`config.mk`:
```
export PLATFORM = sky130hd
export DESIGN_NAME = jtdsp16_do_loop
export DESIGN_NICKNAME = d
export VERILOG_FILES = /design/src/rtl/jtdsp16_do_loop.sv
export SDC_FILE = /design/constraint.sdc
export NUM_CORES = 1
export LEC_CHECK = 0
export ABC_AREA = 1
export BUFFER_PORTS_ARGS = -buffer_cell sky130_fd_sc_hd__buf_2
export CELL_PAD_IN_SITES_DETAIL_PLACEMENT = 1
export CELL_PAD_IN_SITES_GLOBAL_PLACEMENT = 1
export CORE_ASPECT_RATIO = 1.1
export CORE_MARGIN = 4
export CORE_UTILIZATION = 35
export DETAILED_ROUTE_END_ITERATION = 16
export PLACE_DENSITY_LB_ADDON = 0.1
export SYNTH_ARGS = -nofsm -noshare
export SYNTH_HDL_FRONTEND = slang
export SYNTH_SLANG_ARGS = --single-unit
```
`constraint.sdc`:
```
create_clock -name clk -period 1.7 [get_ports clk]
set_input_delay 0.34 -clock clk [delete_from_list [all_inputs] [get_ports clk]]
set_output_delay 0.34 -clock clk [all_outputs]
set_load 0.005 [all_outputs]
```
`src/rtl/jtdsp16_do_loop.sv`:
```
// -----------------------------------------------------------------------------
// jtdsp16_do_loop
// DO/REDO loop sequencer for the DSP16 core. Decodes the loop count K and the
// loop length NI from the do/redo instruction field, steps the in-cache
// instruction offset and counts the remaining passes. Its strobes drive the
// do_* control inputs of the ROM address arithmetic unit so that fetch can
// switch between the cache window and the normal program counter.
//
// Ports
//   clk       system clock
//   rst       synchronous active-high reset
//   cen       clock enable; state advances only when high
//   do_cmd    do instruction in execute this cycle
//   redo_cmd  redo instruction in execute this cycle
//   do_data   {NI, K} instruction field
//   do_start  loop begins this cycle (combinational)
//   do_redo   accepted command is a redo (combinational)
//   do_save   latch the cache head; accepted do only (combinational)
//   do_short  accepted loop has NI==1 (combinational)
//   do_out    final cached instruction is being fetched (combinational)
//   do_pc     registered cache offset, 1..NI in LOOP, 0 otherwise
//   do_busy   registered, high while in LOOP (used to block IRQs)
//   do_iter   registered remaining passes, including the current one
//   nest_err  sticky flag: do/redo arrived while a loop was running
// -----------------------------------------------------------------------------
module jtdsp16_do_loop #(
    parameter int KW  = 7,
    parameter int NIW = 4
) (
    input  logic               clk,
    input  logic               rst,
    input  logic               cen,
    input  logic               do_cmd,
    input  logic               redo_cmd,
    input  logic [KW+NIW-1:0]  do_data,
    output logic               do_start,
    output logic               do_redo,
    output logic               do_save,
    output logic               do_short,
    output logic               do_out,
    output logic [NIW-1:0]     do_pc,
    output logic               do_busy,
    output logic [KW-1:0]      do_iter,
    output logic               nest_err
);

    typedef enum logic {
        IDLE = 1'b0,
        LOOP = 1'b1
    } state_t;

    state_t          state_q, state_d;
    logic [NIW-1:0]  ni_q, ni_d;
    logic [NIW-1:0]  pc_q, pc_d;
    logic [KW-1:0]   iter_q, iter_d;
    logic            nest_q, nest_d;

    logic [KW-1:0]   k_field_s;
    logic [NIW-1:0]  ni_field_s;
    logic [KW-1:0]   k_init_s;
    logic            accept_do_s;
    logic            accept_redo_s;
    logic            in_idle_s;
    logic            in_loop_s;
    logic            last_s;

    assign k_field_s  = do_data[KW-1:0];
    assign ni_field_s = do_data[KW+NIW-1:KW];

    // K==0 behaves as a single pass so the counter never starts at zero.
    assign k_init_s = (k_field_s == '0) ? KW'(1) : k_field_s;

    // A do with NI==0 is a no-op; a redo needs a length left by an earlier do.
    // do_cmd wins when both commands are present.
    assign accept_do_s   = do_cmd && (ni_field_s != '0);
    assign accept_redo_s = !do_cmd && redo_cmd && (ni_q != '0);

    assign in_idle_s = (state_q == IDLE);
    assign in_loop_s = (state_q == LOOP);
    assign last_s    = (pc_q == ni_q) && (iter_q == KW'(1));

    // Strobes are qualified by cen and the state so they stay low while frozen.
    assign do_start = cen && in_idle_s && (accept_do_s || accept_redo_s);
    assign do_save  = cen && in_idle_s && accept_do_s;
    assign do_redo  = cen && in_idle_s && accept_redo_s;
    assign do_short = do_start &&
                      (accept_do_s ? (ni_field_s == NIW'(1)) : (ni_q == NIW'(1)));
    assign do_out   = cen && in_loop_s && last_s;

    assign do_pc    = pc_q;
    assign do_busy  = in_loop_s;
    assign do_iter  = iter_q;
    assign nest_err = nest_q;

    // Next-state logic for the loop sequencer.
    always_comb begin
        state_d = state_q;
        ni_d    = ni_q;
        pc_d    = pc_q;
        iter_d  = iter_q;
        nest_d  = nest_q;
        if (cen) begin
            case (state_q)
                IDLE: begin
                    if (accept_do_s) begin
                        ni_d    = ni_field_s;
                        iter_d  = k_init_s;
                        pc_d    = NIW'(1);
                        state_d = LOOP;
                    end else if (accept_redo_s) begin
                        iter_d  = k_init_s;
                        pc_d    = NIW'(1);
                        state_d = LOOP;
                    end else begin
                        state_d = IDLE;
                    end
                end
                LOOP: begin
                    // Nested commands are dropped; only the sticky flag records them.
                    if (do_cmd || redo_cmd) begin
                        nest_d = 1'b1;
                    end else begin
                        nest_d = nest_q;
                    end
                    if (pc_q < ni_q) begin
                        pc_d = pc_q + NIW'(1);
                    end else if (iter_q > KW'(1)) begin
                        pc_d   = NIW'(1);
                        iter_d = iter_q - KW'(1);
                    end else begin
                        state_d = IDLE;
                        pc_d    = '0;
                        iter_d  = '0;
                    end
                end
                default: begin
                    state_d = IDLE;
                    pc_d    = '0;
                    iter_d  = '0;
                end
            endcase
        end else begin
            state_d = state_q;
        end
    end

    // State registers; reset takes effect regardless of cen.
    always_ff @(posedge clk) begin
        if (rst) begin
            state_q <= IDLE;
            ni_q    <= '0;
            pc_q    <= '0;
            iter_q  <= '0;
            nest_q  <= 1'b0;
        end else begin
            state_q <= state_d;
            ni_q    <= ni_d;
            pc_q    <= pc_d;
            iter_q  <= iter_d;
            nest_q  <= nest_d;
        end
    end

endmodule

```
# After elaboration in Yosys (flattened, before gate mapping)
# Cells that the tools add are included.
# op_classes
n_addsub,2
order_cmp,2
eq_ne,6
mux,17
bitwise_logic,1
n_reduce_logical,21
# op_table
op,count
7-bit 2-to-1 mux,5
7-bit one-hot mux with 2 select lines,1
4-bit 2-to-1 mux,3
1-bit logical AND,11
3-bit AND reduction,3
"4-bit by 1-bit == test with 1-bit output, second input constant",2
4-bit one-hot mux with 2 select lines,1
4-bit nonzero test,2
"7-bit by 1-bit == test with 1-bit output, second input constant",1
"7-bit by 1-bit > comparator with 1-bit output, second input constant",1
7-bit logical NOT,1
"7-bit by 1-bit subtractor with 7-bit output, second input constant",1
1-bit 2-to-1 mux,6
"4-bit by 1-bit adder with 4-bit output, second input constant",1
4-bit == test,1
4-bit < comparator,1
"3-bit inequality test, second input constant",1
1-bit logical OR,2
"2-bit inequality test, second input constant",1
1-bit one-hot mux with 2 select lines,1
2-bit AND reduction,1
1-bit logical NOT,1
1-bit NOT,1
# word_totals
regBits,17
input_bits,16
elab_cells,54

# Depth between registers and ports, before layout
# depth
ltp_word,6
mapped_depth,12
depth_no_buf,12

# Worst setup path before layout
# OpenSTA, ideal clock, no wires.
# synth_path
path_kind,register -> register
startpoint,register pc_q[0] (netlist: do_pc[0])
endpoint,register iter_q[0] (netlist: do_iter[0])
setup_ns,0.111
arrival_time_ns,1.287
required_time_ns,1.589
setup_slack_ns,0.302
path_stages_with_launch,13
path_buffers,0
cell_sequence,dfxtp_1 > inv_1 > ha_1 > inv_1 > nand2_1 > nand2_1 > nand2_1 > nand2_1 > nand2_4 > nand2_2 > inv_2 > nor2_1 > nor2_1
# synth_between
elab_chain_cells,3
# synth_rtl
item,line_no,rtl
"start, declared",54,"logic [NIW-1:0] pc_q, pc_d;"
"start signal, assigned",158,pc_q <= pc_d;
4-bit < comparator,125,if (pc_q < ni_q) begin
2-bit inequality test (no source line),-,
3-bit AND reduction (no source line),-,
"end signal, assigned",159,iter_q <= iter_d;
"end, declared",55,"logic [KW-1:0] iter_q, iter_d;"
# No other way between the ends.
# A chain may end at the register's enable or synchronous reset.

# Worst setup path after layout
# layout_path
startpoint,register ni_q[0]
endpoint,output do_short
# layout_between
elab_chain_cells,5
word_cells_on_any_way,7
# layout_rtl
item,line_no,rtl
"start, declared",53,"logic [NIW-1:0] ni_q, ni_d;"
"start signal, assigned",157,ni_q <= ni_d;
4-bit nonzero test,76,assign accept_redo_s = !do_cmd && redo_cmd && (ni_q != '0);
1-bit logical AND,76,
1-bit logical OR,83,assign do_start = cen && in_idle_s && (accept_do_s || accept_redo_s);
1-bit logical AND,83,
1-bit logical AND (*),86,assign do_short = do_start &&
"end, declared",39,"output logic do_short,"
# Every way passes the cells marked *; elsewhere a longest branch is shown, timed or not.

==> metrics.txt <==
status finished with violations; violated checks negative setup slack; multi-input logic area about 850 um2; max-capacitance violation count 0; CP required approximately 1.4 ns; first-pass GRT wire length 6910 um; crit path launch type flop; Synth Register Bits 17; cell count after synthesis approximately 200; minimum clock period about 1.7 ns; # diodes 0; final setup violation count 2; WP buf/inv 1; Seq/Total Area, Yosys 0.278; Clock Tree Buf Depth 2; final setup margin -0.0248 ns; Finished Layout Cells 296; clk_skew a little over 0.003 ns; max-slew violations 0; CTS buffer count 3; critical path cell sequence nor2_1 > nand2_1 > nand2_2 > nand2_2 > nand2_4 > a211oi_2 > buf_2; slowest CP cell dfxtp_4; Total GRT Usage 0.191; critical path's largest stage delay roughly 0.38 ns; # clock sinks 17; clk_lat worst skew approximately 0.30 ns; static leakage 0.877 nW; Filler cells between 400 and 500; Total Nets Final roughly 270; Most Frequent Cell on Critical Path nand2_2; H-tree Lvls 1; kind of end point of the critical path output port; P&R area growth vs syn 34.8%; placed instance count between 200 and 300; TritonCTS clock tree done; Core Util, Final 0.492; worst-margin pin slew approximately 0.34 ns; delay-heaviest family, CP flip-flops; dpl hpwl around 3200 um; relative slew slack 0.773; fmax 0.580 GHz; VDD IR max approximately 0.37 mV; # rows 22; antenna viol nets, final 0; initial cell density of the core 0.365; layout cells sized above 1 0.375; vias per inst a little under 5; RSZ-0062 raised after global routing yes; largest net degree at the start of global routing 12; sequential cell area ~370 um2; Hold WC Path Type primary input to flop; root buffer selected by CTS clkbuf_4; I/O Buffers 33; initial antenna violation count 0; core region area between 3000 and 4000 um2; Syn. warnings 0; Synthesized Nets ~230; WL per Instance about 14 um; die area around 4500 um2; router iterations before antenna repair 4; Fin. Hold Viols 0; DR DRC count 0; Final period util 1.01; GPL Wtd Cong a little under 1; P per Cell Area about 730 nW/um2; Chip Width around 64 um; vias in the first global route between 1500 and 2000; WS Path Type flop to output port; Ports 34; setup TNS -0.0278 ns; Unique masters post-synth 25; initial DRC count 42; final wirelength 4180 um; GRT overflow 0; syn_area_per_cell approximately 6.1 um2; die height 70.0 um; routed via count between 1000 and 1500; Max Fanout on Critical Path 4; Arr. time, crit path 1.38 ns; area of the mapped netlist 1220 um2; Worst-path clk slew 0.11 ns
## through the flow
step	setup WS, ns	hold WS, ns	power, mW	area, um2
finish	-0.0248	0.288	1.21	1650
global route	-0.0743	0.316	1.30	1650
CTS	0.000305	0.283	1.19	1600
detailed placement	0.119	0.450	0.908	1470
global placement	0.154	0.434	0.891	1470
floorplan	0.302	0.409	0.757	1220
## report_power, final
| part | total, mW | internal [mW] | switching, mW | leakage [nW] |
|---|---|---|---|---|
| Sequential | 0.475 | 0.436 | 0.0393 | 0.146 |
| Combinational | 0.493 | 0.194 | 0.299 | 0.717 |
| Clock | 0.238 | 0.0916 | 0.146 | 0.0150 |
| Total | 1.21 | 0.722 | 0.484 | 0.877 |
## synth_stat cells
cell	n	share of area
dfxtp_1	17	0.28
clkinv_2	1	0.0041
inv_4	1	0.0051
o21ai_0	5	0.020
or2_2	1	0.0051
a21boi_0	1	0.0061
nand2_1	62	0.19
nor2_1	35	0.11
a21oi_1	11	0.045
nand3_1	20	0.082
nand2_4	1	0.0092
nand3b_1	1	0.0061
ha_1	7	0.071
buf_6	1	0.0092
inv_2	2	0.0061
nand3_4	1	0.014
buf_4	1	0.0061
nand4_1	1	0.0051
a21o_2	1	0.0072
nor3_1	1	0.0041
inv_1	22	0.067
nor2_2	1	0.0051
xnor2_1	2	0.014
a211oi_1	1	0.0061
nand2_2	5	0.026
## layout by cell type, fill, tap and decap left out, types with 5 or more instances in the layout
cell type	Yosys	routed
nand3_1	20	19
nand2_1	62	57
buf_4	1	11
nand2_2	5	9
o21ai_0	5	5
a21oi_1	11	11
dfxtp_2	0	9
inv_2	2	8
inv_1	22	16
nor2_1	35	33
buf_2	0	33
## worst reg2reg max path, delay by kind of cell, from the launching register on
family | cells | cell delay, ns
AND/OR/NAND/NOR | 7 | 0.71
flip-flops | 1 | 0.35
adder cells (fa/ha/maj) | 1 | 0.29
buffers and inverters | 2 | 0.09
## cells by family (layout without fill, tap and decap cells)
group,after synthesis,in the layout,share of synthesized area
adders and majority gates,7,7,0.0715
DFF,17,17,0.278
xor gates and xnor gates,2,2,0.0143
buffers and inverters,28,74,0.0981
and+or+nand+nor,129,129,0.454
AOI/OAI and AO/OA,19,19,0.0848
## worst paths after layout
path	start	end	slack (ns)	depth (start not counted)
max	ni_q[0]$_SDFFE_PP0P_	do_short	-0.02	7
min	do_data[7]	ni_q[0]$_SDFFE_PP0P_	0.29	3
max reg2reg	ni_q[2]$_SDFFE_PP0P_	do_pc[0]$_SDFFE_PP0P_	0.17	10
min reg2reg	nest_err$_SDFFE_PP0P_	nest_err$_SDFFE_PP0P_	0.46	2
## final cells by class
class / count / share of cell area
inverter: 26 / 0.0614
tap: 48 / 0.0364
multi-input combinational: 157 / 0.514
clock buffer: 4 / 0.0159
sequential: 17 / 0.222
timing repair buffer: 44 / 0.150
## routing by layer
metal  wire (um)  GRT usage  vias up
li1            -          -      726
met1        1660      0.208      694
met2        2330      0.378       24
met3         132     0.0209        6
met4          60     0.0516        0
met5           0          0        -
## repair_timing
| item | in CTS | in global routing |
|---|---|---|
| buffers inserted | 4 | 2 |
| resized for setup | 28 | 12 |
| pin swaps | 2 | 3 |
| setup endpoints to repair | 2 | 6 |
| hold buffers | 0 | 0 |
## registers in the layout, summed over array words and instances (netlist names)
signal / count
do_iter: 7
do_pc: 4
ni_q: 4
do_busy: 1
nest_err: 1
Note: power is estimated with default switching activity, not from simulation.
